**src/rtl/decoder_nto2n_seq.sv**
```systemverilog
// Registered N-to-2^N one-hot decoder with hold and scan modes.
// Scan mode walks the hot bit through every position, dwelling DWELL cycles on each.
module decoder_nto2n_seq #(
  parameter int unsigned SEL_W = 2,
  parameter int unsigned OUT_W = 2**SEL_W,
  parameter int unsigned DWELL = 4
) (
  input  logic             clk,
  input  logic             rst_n,
  input  logic             en,
  input  logic             load,
  input  logic             mode,
  input  logic [SEL_W-1:0] sel,
  output logic [OUT_W-1:0] y,
  output logic [SEL_W-1:0] idx,
  output logic             valid,
  output logic             wrap
);

  localparam int unsigned CNT_W = (DWELL > 1) ? $clog2(DWELL) : 1;
  localparam logic [CNT_W-1:0] CNT_LAST = CNT_W'(DWELL - 1);
  localparam logic [SEL_W-1:0] IDX_LAST = SEL_W'(OUT_W - 1);

  typedef enum logic [1:0] {
    ST_IDLE = 2'd0,
    ST_HOLD = 2'd1,
    ST_SCAN = 2'd2
  } state_e;

  state_e           state_q, state_d;
  logic [SEL_W-1:0] idx_q, idx_d;
  logic [CNT_W-1:0] cnt_q, cnt_d;
  logic [OUT_W-1:0] y_q, y_d;
  logic             valid_q, valid_d;
  logic             wrap_q, wrap_d;
  logic             load_ok;

  assign load_ok = en & load;

  // State and output registers
  always_ff @(posedge clk or negedge rst_n) begin
    if (!rst_n) begin
      state_q <= ST_IDLE;
      idx_q   <= '0;
      cnt_q   <= '0;
      y_q     <= '0;
      valid_q <= 1'b0;
      wrap_q  <= 1'b0;
    end else begin
      state_q <= state_d;
      idx_q   <= idx_d;
      cnt_q   <= cnt_d;
      y_q     <= y_d;
      valid_q <= valid_d;
      wrap_q  <= wrap_d;
    end
  end

  // Next state: disable wins over load, load picks the mode
  always_comb begin
    state_d = state_q;
    if (!en) begin
      state_d = ST_IDLE;
    end else if (load) begin
      state_d = mode ? ST_SCAN : ST_HOLD;
    end
  end

  // Datapath and registered output values; a load overrides any scan advance
  always_comb begin
    idx_d  = idx_q;
    cnt_d  = cnt_q;
    wrap_d = 1'b0;
    if (load_ok) begin
      idx_d = sel;
      cnt_d = '0;
    end else if (en && (state_q == ST_SCAN)) begin
      if (cnt_q == CNT_LAST) begin
        cnt_d  = '0;
        idx_d  = idx_q + SEL_W'(1);
        wrap_d = (idx_q == IDX_LAST);
      end else begin
        cnt_d = cnt_q + CNT_W'(1);
      end
    end
    valid_d = (state_d != ST_IDLE);
    y_d     = valid_d ? (OUT_W'(1) << idx_d) : '0;
  end

  assign y     = y_q;
  assign idx   = idx_q;
  assign valid = valid_q;
  assign wrap  = wrap_q;

endmodule

```
**config.mk**
```make
export PLATFORM = sky130hd
export DESIGN_NAME = decoder_nto2n_seq
export DESIGN_NICKNAME = d
export VERILOG_FILES = /design/src/rtl/decoder_nto2n_seq.sv
export SDC_FILE = /design/constraint.sdc
export NUM_CORES = 1
export LEC_CHECK = 0
export BUFFER_PORTS_ARGS = -buffer_cell sky130_fd_sc_hd__buf_2
export CORE_AREA = 10 10 47 49
export CTS_CLUSTER_DIAMETER = 120
export DETAILED_ROUTE_END_ITERATION = 16
export DIE_AREA = 0 0 57 59
export GPL_TIMING_DRIVEN = 0
export PLACE_DENSITY = 0.77
export SYNTH_ARGS = -nofsm -noshare
export SYNTH_HDL_FRONTEND = slang
export SYNTH_SLANG_ARGS = --single-unit
```
**constraint.sdc**
```tcl
create_clock -name clk -period 1.8 [get_ports clk]
set_input_delay 0.09 -clock clk [delete_from_list [all_inputs] [get_ports clk]]
set_output_delay 0.09 -clock clk [all_outputs]
set_load 0.01 [all_outputs]
```
# After elaboration in Yosys (flattened, before gate mapping)
# Cells that the tools add are included.
dict set report classes {
  n_eq_ne 3
  reduce_logical 3
  addsub 2
  shift 1
  muxes 13
  n_bitwise 1
}
# cell n
set ops {}
lappend ops {{two-way mux 2 bit} 9}
lappend ops {{equality test 2 bit (second input constant)} 3}
lappend ops {{adder 2 x 1 -> 2 bit (second input constant)} 2}
lappend ops {{two-way mux 4 bit} 1}
lappend ops {{nonzero test 2 bit} 2}
lappend ops {{left shift 1 x 2 -> 4 bit (first input constant)} 1}
lappend ops {{two-way mux 1 bit} 3}
lappend ops {{AND 1 bit} 1}
lappend ops {{logical AND 1 bit} 1}
dict set report totals {
  out_inout_bits 8
  register_bits 12
  wordCells 29
}

# Longest topological paths before layout
# Gate-level depths: netlist of run 1.
dict set report logic_depth {
  word_depth 6
  ltp_mapped 5
}

# Worst setup path after synthesis of run 1
# OpenSTA, ideal clock, no wires.
dict set report synth_timing {
  kind {register -> register}
  startpoint {reg cnt_q[0]}
  endpoint {reg y_q[3], in the netlist y[3]}
  t_required_ps 1678
  setup_slack_ps 527
  stages_incl_launch_ff 5
  synth_period_minus_slack_ps 1273
  arrival_time_ps 1151
  cell_sequence {dfrtp_1 -> ha_1 -> nand3_2 -> mux2_4 -> o2bb2ai_1}
}
dict set report synth_between {
  elab_chain_len 6
}
# element line
set synth_rtl {}
lappend synth_rtl {{start: declaration} 32} ;# logic [CNT_W-1:0] cnt_q, cnt_d;
lappend synth_rtl {{start signal: assignment} 52} ;# cnt_q <= cnt_d;
lappend synth_rtl {{equality test 2 bit} 78} ;# if (cnt_q == CNT_LAST) begin
lappend synth_rtl {{two-way mux 2 bit} 78}
lappend synth_rtl {{two-way mux 2 bit} 77} ;# end else if (en && (state_q == ST_SCAN)) begin
lappend synth_rtl {{two-way mux 2 bit} 74} ;# if (load_ok) begin
lappend synth_rtl {{left shift 1 x 2 -> 4 bit} 87} ;# y_d = valid_d ? (OUT_W'(1) << idx_d) : '0;
lappend synth_rtl {{two-way mux 4 bit} 87}
lappend synth_rtl {{net y_d[3]} 33} ;# logic [OUT_W-1:0] y_q, y_d;
lappend synth_rtl {{end signal: assignment} 53} ;# y_q <= y_d;
lappend synth_rtl {{end: declaration} 33}
# The timed path passes the listed nets, and every way through them passes these cells.
# A chain may end at the register's enable or synchronous reset.

# Worst setup path in the final report of run 1
dict set report layout_timing {
  startpoint {reg cnt_q[0]}
  endpoint {reg y_q[1], in the netlist y[1]}
}
# Same word-level chain as after synthesis.

==> Implementation_results.wiki, run 1 <==
{| class="wikitable"
! Metric !! Value
|-
| Minimum hold slack || 0.0500 ns
|-
| Reg area || 300 sq um
|-
| Diode insertion count for antenna repair || 0
|-
| Share of the synthesized area in the top cell type || 47.3%
|-
| Clock tree sinks || 12
|-
| Maximum Capacitance Violations || 0
|-
| Slowest stage cell on the critical path || sky130_fd_sc_hd__dfrtp_1
|-
| Post-synth EDFFs || 0
|-
| Die outline area || 3360 sq um
|-
| Final HPWL from detailed placement || 1020 um
|-
| Largest delay share family, worst path || compound AO/OA/AOI/OAI gates
|-
| Max Freq || 720 MHz
|-
| List of most frequent post-synthesis cells || 12 x sky130_fd_sc_hd__dfrtp_1, 5 x sky130_fd_sc_hd__a21oi_1, 4 x sky130_fd_sc_hd__nand2_1
|-
| # rows || 14
|-
| Share of synthesized area occupied by flip-flops and latches || 47.3%
|-
| IO Port Bufs || 14
|-
| Top fanout value on the critical path || 5
|-
| Cells traversed along the worst timing path || ha_1 -> nor2b_1 -> o21ai_0 -> a21oi_1 -> o2bb2ai_1
|-
| Post-synthesis area per instance || 10.6 sq um
|-
| Count leader, synth || sky130_fd_sc_hd__dfrtp_1
|-
| Routed WL per cell || 13.9 um
|-
| Dominant cells by area after synthesis || sky130_fd_sc_hd__dfrtp_1 47%, sky130_fd_sc_hd__ha_1 5.9%, sky130_fd_sc_hd__a21oi_1 3.9%, sky130_fd_sc_hd__mux2i_1 3.2%, sky130_fd_sc_hd__o2bb2ai_1 2.8%
|-
| Congestion Overflow GR || 0
|-
| Primary FF master, synth || sky130_fd_sc_hd__dfrtp_1
|-
| Total via count in the routed design || 498
|-
| Count of cells resized by post-cts repair || 0
|-
| Total standard cell area after synthesis || 634 sq um
|-
| Distinct cell type count after synthesis || 28
|-
| Maximum root-to-sink buffer count || 2
|-
| Result of the run || finished, final reports clean
|-
| Critical Path Sink Type || flip-flop
|-
| Worst stage delay on the critical path || 0.42 ns
|-
| Unrepaired setup endpoints after global routing || no
|-
| Setup-failing EPs final || 0
|-
| Clk pin slew, worst setup/hold paths || 0.07 ns
|-
| Number of clock buffers inserted by TritonCTS || 3
|-
| Routability congestion estimate || 0.785
|-
| Worst Max-Slew Pin Slew || 0.428 ns
|-
| Global-route total usage across every layer || 8.38%
|-
| Critical path class || flip-flop to flip-flop
|-
| Post-detailed-routing wire length || 1310 um
|-
| Number of antenna-violating nets in the routed design || 0
|-
| Clock tree root buffer cell || sky130_fd_sc_hd__clkbuf_4
|-
| Detailed Routing Iterations Pass 1 || 3
|-
| Power density over the cells || 797 nW/um^2
|-
| Via count normalized by instance count || 5.30
|-
| Via count of the first global-routing pass || 493
|-
| Crit. Startpoint || cnt_q[0]
|-
| Area of combinational cells with multiple inputs || 315 sq um
|-
| Detailed Route Iter0 Violations || 5
|-
| Startpoint of the lowest-slack hold path || sel[1]
|-
| Synth area leader || sky130_fd_sc_hd__dfrtp_1
|-
| Final critical-path share of the clock period || 77.2%
|-
| First-pass GRT wire length || 2210 um
|-
| Final count of hold timing violations || 0
|-
| Critical path launch point type || flip-flop
|-
| Fraction of synthesis flops using an asynchronous set or reset pin || 100%
|-
| TritonCTS clock tree || built
|-
| Number of buffers and inverters on the critical path || 0
|-
| Worst max-slew margin expressed relative to the limit || 71.5%
|-
| Area grow syn2layout || 19.3%
|-
| Net total in the final layout || 90
|-
| Top-level I/O count || 15
|-
| Post-Route Setup TNS || 0 ns
|-
| Net count after synthesis || 70
|-
| Startpoint of the lowest-slack register-to-register path || cnt_q[0]
|-
| Clock network latency to the later pin of the worst-skew pair || 0.27 ns
|-
| Pins over their slew limit || 0
|-
| Die height || 59 um
|-
| Number of levels the H-tree was split into || 1
|-
| Type of the tightest min-delay check || input port to flip-flop
|-
| VDD IR-drop max || 0.489 mV
|-
| Die X-Extent || 57 um
|-
| Flop and latch count out of synthesis || 12
|-
| Gate count after technology mapping || 60
|-
| Ys Warns || 0
|-
| Skew final || 0.00344 ns
|-
| Pin count of the biggest net entering global routing || 13
|-
| # fillers || 140
|-
| Core area || 1400 sq um
|-
| Ratio of cells with drive above 1 in the final layout || 26.9%
|-
| Leak || 0.379 nW
|-
| Final worst path period need || 1.39 ns
|-
| CP required || 1.99 ns
|-
| Total DRC errors in the routed layout || 0
|-
| Initial core utilization || 45.3%
|-
| Antenna violations before repair || 0
|-
| Critical Path AT || 1.57 ns
|}
worst reg2reg max path, delay by kind of cell (launching register included):
kind	cells	cell delay, ns
AO/OA/AOI/OAI	3	0.47
flip-flops	1	0.42
adder cells (fa/ha/maj)	1	0.26
AND/OR/NAND/NOR	1	0.15
cells in the final DEF (no fill, tap or decap), types with 3 or more instances in the layout:
cell type	Yosys	layout
sky130_fd_sc_hd__nor2_1	3	3
sky130_fd_sc_hd__buf_2	0	14
sky130_fd_sc_hd__inv_1	3	3
sky130_fd_sc_hd__ha_1	3	3
sky130_fd_sc_hd__clkbuf_4	0	3
sky130_fd_sc_hd__nand2_1	4	4
sky130_fd_sc_hd__a21oi_1	5	5
sky130_fd_sc_hd__dfrtp_1	12	12
metrics by stage:
step / area [sq um] / setup slack, ns / cells / power, mW / utilization, %
after floorplan: 634 / 0.527 / 60 / 0.400 / -
after global placement: 724 / 0.477 / 90 / 0.439 / 51.7
after detailed placement: 724 / 0.444 / 90 / 0.447 / 51.7
after CTS: 757 / 0.425 / 94 / 0.608 / 54.0
after global routing: 757 / 0.284 / 94 / 0.642 / 54.0
final: 757 / 0.411 / 94 / 0.604 / 54.0
where the power goes:
part           switching (mW)  total (mW)  internal, mW  leakage, nW
registers              0.0237       0.317         0.293        0.156
logic                  0.0669       0.124        0.0575        0.209
clock network          0.0847       0.162        0.0775       0.0138
kinds of logic (layout without fill, tap and decap cells):
kind of cell	Yosys count	count (layout)	share of synthesized area (%)
buf+inv	5	23	2.96
simple gates	18	18	17.0
fa+ha+maj	3	3	5.92
mux	3	3	5.52
compound gates	19	19	21.3
flops	12	12	47.3
state kept, by name (all words and copies together), names as in the netlist:
| name | flops |
|---|---|
| valid | 1 |
| wrap | 1 |
| state_q | 2 |
| cnt_q | 2 |
| y | 4 |
| idx | 2 |
final timing paths:
path                            end  slack, ns  cells after the start
setup reg to reg               y[1]       0.41                      5
max in group asynchronous    idx[1]       1.37                      2
setup / recovery               y[1]       0.41                      5
hold / removal                 y[1]       0.05                      2
min in group asynchronous  cnt_q[0]       0.22                      2
hold reg to reg               valid       0.58                      1
what timing repair did:
item                      4_1_cts  5_1_grt
hold buffers                    1        0
hold endpoints to repair       12        0
setup buffers                   0        0
layout make-up:
class / count / share of cell area, %
timing repair buffer: 15 / 10.6
buffer: 2 / 0.992
tap: 16 / 2.64
sequential: 12 / 39.7
multi-input combinational: 43 / 41.7
clock buffer: 3 / 2.98
inverter: 3 / 1.49
metal layers:
metal,wire (um),share of wire [%],GRT usage [%],vias up
met5,0,0,0,-
met4,44,3.4,7.72,0
met3,86,6.6,3.86,5
met2,589,45,11.6,12
met1,586,45,9.29,223
li1,-,-,-,258
Power figures use the tool's default switching activity.
==> run 2, diff against run 1 <==
- CORE_AREA: 10 10 47 49 -> not set
- CORE_MARGIN: not set -> 10
- CORE_UTILIZATION: not set -> 45
- DIE_AREA: 0 0 57 59 -> not set
- PLACE_DENSITY: 0.77 -> 0.76
- clock period: 1.8 -> 1.2 ns (I/O delays scaled with it)
==> run 2 against run 1 <==
The flow now finishes with violations (negative setup slack). First-iteration DRC count grew to 2.8 times the previous value. Core utilization up 15 points. Largest power group unchanged. Combinational power up 120%. Largest cell class unchanged. Power rose by 70%. Die area fell by 1.5%. Critical path depth decreased by 1. Maximum frequency is 7.5% higher. Global-route usage rose by 1.1 points. Clock power is 62% higher.
==> Implementation_results.wiki, run 2 (synthesis gave the netlist of run 1 again) <==
{| class="wikitable"
! Metric !! Value
|-
| Final cell utilization of the core || 68.6% (+15 points)
|-
| Via count normalized by instance count || 5.69 (+7.3%)
|-
| Net total in the final layout || 98 (+8.9%)
|-
| Area of combinational cells with multiple inputs || 388 sq um (+23%)
|-
| Final critical-path share of the clock period || 108% (+31 points)
|-
| Slack of the worst reg-to-reg path || -0.09 ns (-0.50 ns)
|-
| Die X-Extent || 57.5 um (+0.96%)
|-
| Total DRC errors in the routed layout || 0 (unchanged)
|-
| Critical Path Sink Type || flip-flop
|-
| Detailed Routing Iterations Pass 1 || 4 (+1)
|-
| Antenna violations before repair || 0 (unchanged)
|-
| Worst stage delay on the critical path || 0.46 ns (+0.04 ns)
|-
| Number of levels the H-tree was split into || 1 (unchanged)
|-
| Diode insertion count for antenna repair || 0 (unchanged)
|-
| Final Total Pwr || 1.03 mW (+70%)
|-
| Detailed Route Iter0 Violations || 14 (+9)
|-
| Met2 GRT Util || 15.5% (+3.9 points)
|-
| Summed area of non-filler cells in the final layout || 903 sq um (+19%)
|-
| Critical path class || flip-flop to flip-flop
|-
| VDD IR-drop max || 0.652 mV (+33%)
|-
| Crit. Startpoint || cnt_q[0]
|-
| Startpoint of the lowest-slack register-to-register path || cnt_q[0]
|-
| Capturing element of the worst setup path || y[3]
|-
| Worst Max-Slew Pin Slew || 0.438 ns (+0.0101 ns)
|-
| Maximum Capacitance Violations || 0 (unchanged)
|-
| Post-DP Area || 739 sq um (+2.1%)
|-
| Number of clock buffers inserted by TritonCTS || 3 (unchanged)
|-
| Leak || 0.414 nW (+9.2%)
|-
| Worst max-slew margin expressed relative to the limit || 70.8% (-0.67 points)
|-
| # rows || 13 (-1)
|-
| Cells traversed along the worst timing path || ha_4 -> nand3_4 -> mux2_4 -> o2bb2ai_2
|-
| Die height || 57.5 um (-2.5%)
|-
| Number of flip-flops under the largest register name || 4 (unchanged)
|-
| CP required || 1.36 ns (-0.63 ns)
|-
| Pin count of the biggest net entering global routing || 13 (unchanged)
|-
| Top fanout value on the critical path || 3 (-2)
|-
| Critical path launch point type || flip-flop
|-
| Routing layer with the top usage in global route || met2
|-
| Number of antenna-violating nets in the routed design || 0 (unchanged)
|-
| Initial core utilization || 48.1% (+2.9 points)
|-
| Routed WL per cell || 16.4 um (+18%)
|-
| Final HPWL from detailed placement || 1010 um (-0.90%)
|-
| Most common library cell in the layout ignoring fill and taps || sky130_fd_sc_hd__buf_2
|-
| Reg area || 305 sq um (+1.7%)
|-
| Setup-failing EPs final || 7 (+7)
|-
| Maximum root-to-sink buffer count || 2 (unchanged)
|-
| TritonCTS clock tree || built
|-
| Die outline area || 3310 sq um (-1.5%)
|-
| Top library cells by usage in the layout, fill and taps aside || 14 x sky130_fd_sc_hd__buf_2, 8 x sky130_fd_sc_hd__dfrtp_1, 6 x sky130_fd_sc_hd__buf_4
|-
| Clk pin slew, worst setup/hold paths || 0.08 ns (about the same)
|-
| Final count of hold timing violations || 0 (unchanged)
|-
| Total via count in the routed design || 580 (+16%)
|-
| Type of the tightest min-delay check || input port to flip-flop
|-
| Pins over their slew limit || 0 (unchanged)
|-
| Area grow syn2layout || 42.4%
|-
| Skew final || 0.00208 ns (-0.00136 ns)
|-
| Final worst path period need || 1.29 ns (-0.0967 ns)
|-
| Result of the run || finished, violations left
|-
| Global-route total usage across every layer || 9.53% (+1.1 points)
|-
| Global-route met3 utilization || 4.65% (+0.78 points)
|-
| Routability congestion estimate || 0.806 (+2.8%)
|-
| Congestion Overflow GR || 0 (unchanged)
|-
| Final setup slack of the worst path || -0.0924 ns (-0.503 ns)
|-
| Top-level I/O count || 15 (unchanged)
|-
| First-pass GRT wire length || 2480 um (+12%)
|-
| Clock tree sinks || 12 (unchanged)
|-
| Critical Path AT || 1.45 ns (-0.12 ns)
|-
| Max Freq || 774 MHz (+7.5%)
|-
| Ratio of cells with drive above 1 in the final layout || 46.0% (+19 points)
|-
| Core area || 1320 sq um (-6.0%)
|-
| Unrepaired setup endpoints after global routing || yes
|-
| # fillers || 96 (-31%)
|-
| Post-detailed-routing wire length || 1670 um (+28%)
|-
| Slowest stage cell on the critical path || sky130_fd_sc_hd__dfrtp_2
|-
| Worst Reg-to-Reg Cells || 4 (-1)
|-
| Clock tree root buffer cell || sky130_fd_sc_hd__clkbuf_4
|-
| Reg2Reg Capture Point || y[3]
|-
| Clock network latency to the later pin of the worst-skew pair || 0.27 ns (about the same)
|-
| Power density over the cells || 1140 nW/um^2 (+43%)
|-
| Met1 usage || 9.73% (+0.43 points)
|-
| Via count of the first global-routing pass || 561 (+14%)
|-
| IO Port Bufs || 14 (unchanged)
|-
| Violated checks || negative setup slack
|}
-- run 2: cell type report --
class / instances / share of cell area (%)
repair buffers: 23 / 16.2
multi-input cells: 43 / 42.9
clock buffers: 4 / 2.91
well taps: 15 / 2.08
inverters: 3 / 1.25
plain buffers: 2 / 0.831
flip-flops and latches: 12 / 33.8
-- run 2: how the worst min path moves through the flow --
stage	cells after the start	startpoint	slack (ns)	endpoint
floorplan	0	rst_n	-0.24	cnt_q[0]
global placement	1	rst_n	-0.05	state_q[1]
detailed placement	1	rst_n	-0.05	state_q[1]
CTS	2	sel[1]	0.003	y[1]
global route	3	mode	0.08	state_q[0]
finish	3	mode	0.07	state_q[0]
-- run 2: power breakdown --
part	internal, mW	switching (mW)	total [mW]
clock	0.129	0.134	0.263
combinational	0.139	0.128	0.267
sequential	0.444	0.0539	0.498
-- run 2: what timing repair did --
action	CTS	global route
pin swaps	6	4
resized for setup	7	9
hold buffers	1	1
setup endpoints to repair	6	8
setup buffers	5	2
cloned	0	0
endpoints found under the hold margin	12	1
-- run 2: routing by layer --
metal  vias up  routed length [um]
met5         -                   0
met4         0                  48
met3         6                 126
met2        22                 841
met1       280                 655
li1        272                   -
-- run 2: metrics by stage --
stage	TNS, ns	cells	hold WS [ns]	worst slack (ns)
6_report	-0.421	102	0.0669	-0.0924
5_1_grt	-0.827	102	0.0761	-0.144
4_1_cts	-0.181	99	0.00311	-0.0608
3_5_place_dp	-0.520	89	-0.0456	-0.136
3_3_place_gp	-0.471	89	-0.0499	-0.124
2_1_floorplan	-0.0735	60	-0.236	-0.0365
-- run 2: worst max-delay path, delay by kind of cell (launching register included) --
family                   cells  cell delay (ns)
AO/OA/AOI/OAI                1             0.12
adder cells (fa/ha/maj)      1             0.19
AND/OR/NAND/NOR              1             0.09
multiplexers                 1             0.32
flip-flops                   1             0.46
==> run 3, diff against run 2 <==
- CELL_PAD_IN_SITES_DETAIL_PLACEMENT: not set -> 0
- CELL_PAD_IN_SITES_GLOBAL_PLACEMENT: not set -> 1
- CORE_UTILIZATION: 45 -> 34
- PLACE_DENSITY: 0.76 -> 0.75
==> run 3 against run 2 <==
Maximum frequency down 2.4%. Clock power is essentially flat. Sequential power barely moved. Setup slack worse by 0.031 ns. Core utilization fell by 17 points. The run still ends with negative setup slack left. Clock skew rose by 0.011 ns. Register-to-register slack got worse by 0.03 ns. Flip-flop and latch count stayed put. Count of clock-buffer cells in the layout unchanged.
==> Implementation_results.wiki, run 3 (synthesis gave the netlist of run 1 again) <==
{| class="wikitable"
! Metric !! Value
|-
| TritonCTS clock tree || built
|-
| Diode insertion count for antenna repair || 0 (unchanged)
|-
| Critical Path Sink Type || flip-flop
|-
| Number of levels the H-tree was split into || 1 (unchanged)
|-
| First-pass GRT wire length || 2750 um (+11%)
|-
| Result of the run || finished, violations left
|-
| Worst Reg-to-Reg Cells || 4 (unchanged)
|-
| Initial core utilization || 36.3% (-12 points)
|-
| Slack of the worst reg-to-reg path || -0.12 ns (-0.03 ns)
|-
| Summed area of non-filler cells in the final layout || 905 sq um (+0.14%)
|-
| Cell-internal power || 0.706 mW (-0.81%)
|-
| Maximum root-to-sink buffer count || 2 (unchanged)
|-
| Violated checks || negative setup slack
|-
| Congestion Overflow GR || 0 (unchanged)
|-
| # rows || 15 (+2)
|-
| Setup-failing EPs final || 7 (unchanged)
|-
| Pins over their slew limit || 0 (unchanged)
|-
| VDD IR-drop max || 0.669 mV (+2.7%)
|-
| Minimum hold slack || 0.0247 ns (-0.0422 ns)
|-
| Final worst path period need || 1.32 ns (+0.0314 ns)
|-
| Final setup slack of the worst path || -0.124 ns (-0.0314 ns)
|-
| Detailed Routing Iterations Pass 1 || 2 (-2)
|-
| Post-detailed-routing wire length || 1630 um (-2.2%)
|-
| Capturing element of the worst setup path || y[3]
|-
| Ratio of cells with drive above 1 in the final layout || 48.8% (+2.9 points)
|-
| Via count normalized by instance count || 4.91 (-14%)
|-
| Number of antenna-violating nets in the routed design || 0 (unchanged)
|-
| IO Port Bufs || 14 (unchanged)
|-
| Critical path launch point type || flip-flop
|-
| Final count of hold timing violations || 0 (unchanged)
|-
| Register share of total power || 48.7% (+0.2 points)
|-
| Top fanout value on the critical path || 5 (+2)
|-
| Worst Max-Slew Pin Slew || 0.481 ns (+0.0439 ns)
|-
| Met1 wire length || 719 um (+9.8%)
|-
| Routed WL per cell || 14.7 um (-10%)
|-
| Startpoint of the lowest-slack register-to-register path || state_q[1]
|-
| Top-level I/O count || 15 (unchanged)
|-
| Routability congestion estimate || 0.746 (-7.4%)
|-
| Post-Route Setup TNS || -0.505 ns (-0.0838 ns)
|-
| Met3 Routed Length || 40 um (-68%)
|-
| Highest routed layer || met4
|-
| Antenna violations before repair || 0 (unchanged)
|-
| Clk pwr share || 25.9% (+0.3 points)
|-
| Final HPWL from detailed placement || 1020 um (+0.49%)
|-
| Skew final || 0.0129 ns (+0.0108 ns)
|-
| Area grow syn2layout || 42.6%
|-
| Number of clock buffers inserted by TritonCTS || 3 (unchanged)
|-
| Global-route total usage across every layer || 8.62% (-0.91 points)
|-
| Worst max-slew margin expressed relative to the limit || 67.9% (-2.9 points)
|-
| Net switching power || 0.312 mW (-0.95%)
|-
| Total DRC errors in the routed layout || 0 (unchanged)
|-
| Leak || 0.410 nW (-0.90%)
|-
| Power density over the cells || 1130 nW/um^2 (-0.99%)
|-
| Post-DP Area || 752 sq um (+1.7%)
|-
| Total met2 wirelength after detailed routing || 845 um (+0.48%)
|-
| Final critical-path share of the clock period || 110% (+2.6 points)
|-
| Clock tree root buffer cell || sky130_fd_sc_hd__clkbuf_4
|-
| CP required || 1.35 ns (about the same)
|-
| Core area || 1750 sq um (+32%)
|-
| Combinational share of power || 25.3% (-0.7 points)
|-
| Detailed Route Iter0 Violations || 14 (unchanged)
|-
| Net total in the final layout || 97 (-1.0%)
|-
| Critical Path AT || 1.48 ns (+0.03 ns)
|-
| Reg2Reg Capture Point || y[3]
|-
| Clock network latency to the later pin of the worst-skew pair || 0.27 ns (about the same)
|-
| Type of the tightest min-delay check || input port to flip-flop
|-
| Die outline area || 3990 sq um (+21%)
|-
| Critical path class || flip-flop to flip-flop
|-
| Switching portion of total power || 30.6% (about the same)
|-
| Final cell utilization of the core || 51.8% (-17 points)
|-
| Max Freq || 755 MHz (-2.4%)
|-
| Die height || 63.2 um (+9.8%)
|-
| Die X-Extent || 63.2 um (+9.8%)
|-
| Crit. Startpoint || state_q[1]
|-
| Total via count in the routed design || 545 (-6.0%)
|-
| Number of flip-flops under the largest register name || 4 (unchanged)
|-
| Unrepaired setup endpoints after global routing || yes
|-
| Via count of the first global-routing pass || 549 (-2.1%)
|-
| Clock tree sinks || 12 (unchanged)
|-
| Clk pin slew, worst setup/hold paths || 0.08 ns (about the same)
|-
| Most common library cell in the layout ignoring fill and taps || sky130_fd_sc_hd__buf_2
|-
| Maximum Capacitance Violations || 0 (unchanged)
|-
| Top library cells by usage in the layout, fill and taps aside || 14 x sky130_fd_sc_hd__buf_2, 8 x sky130_fd_sc_hd__dfrtp_1, 6 x sky130_fd_sc_hd__buf_4
|-
| Pin count of the biggest net entering global routing || 13 (unchanged)
|-
| Setup Slack @ Placement || -0.145 ns (-0.00844 ns)
|}
[run 3: layout make-up]
| type | count | area [sq um] |
|---|---|---|
| Buffer | 2 | 7.51 |
| Clock buffer | 4 | 26.3 |
| Fill cell | 171 | 841 |
| Inverter | 3 | 11.3 |
| Multi-Input combinational cell | 43 | 387 |
| Sequential cell | 12 | 305 |
| Tap cell | 25 | 31.3 |
| Timing Repair Buffer | 22 | 136 |
[run 3: per-stage QoR]
step	total power [mW]	instances
after floorplan	0.611	60
after global placement	0.676	99
after detailed placement	0.680	99
after CTS	0.980	107
after global routing	1.09	111
final	1.02	111
[run 3: repair_timing]
action / in CTS / in global routing
hold buffers: 1 / 0
setup buffers: 3 / 4
pin swaps: 6 / 3
hold endpoints to repair: 12 / 0
gates resized for setup: 7 / 9
endpoints found under the setup margin: 6 / 8
[run 3: how the worst min path moves through the flow]
stage	start	to	cells after the start
after floorplan	rst_n	cnt_q[0]	0
after global placement	rst_n	cnt_q[0]	1
after detailed placement	rst_n	cnt_q[1]	1
after CTS	sel[1]	y[1]	2
after global routing	sel[1]	y[1]	2
final	sel[1]	y[1]	2
[run 3: power groups by stage]
stage               clock [mW]  sequential (mW)  combinational [mW]
finish                   0.264            0.497               0.258
global route             0.300            0.503               0.289
CTS                      0.273            0.487               0.220
detailed placement           0            0.490               0.190
global placement             0            0.489               0.187
floorplan                    0            0.493               0.118
[run 3: worst max-delay path: stages (launching register included)]
cell	delay, ns
sky130_fd_sc_hd__dfrtp_1	0.40
sky130_fd_sc_hd__nor2b_4	0.22
sky130_fd_sc_hd__nand3_2	0.12
sky130_fd_sc_hd__mux2_4	0.34
sky130_fd_sc_hd__o2bb2ai_2	0.12
[run 3: metal layers]
layer	track usage [%]	vias up
met5	0	-
met4	6.56	0
met3	2.65	2
met2	13.1	9
met1	9.87	267
li1	-	267
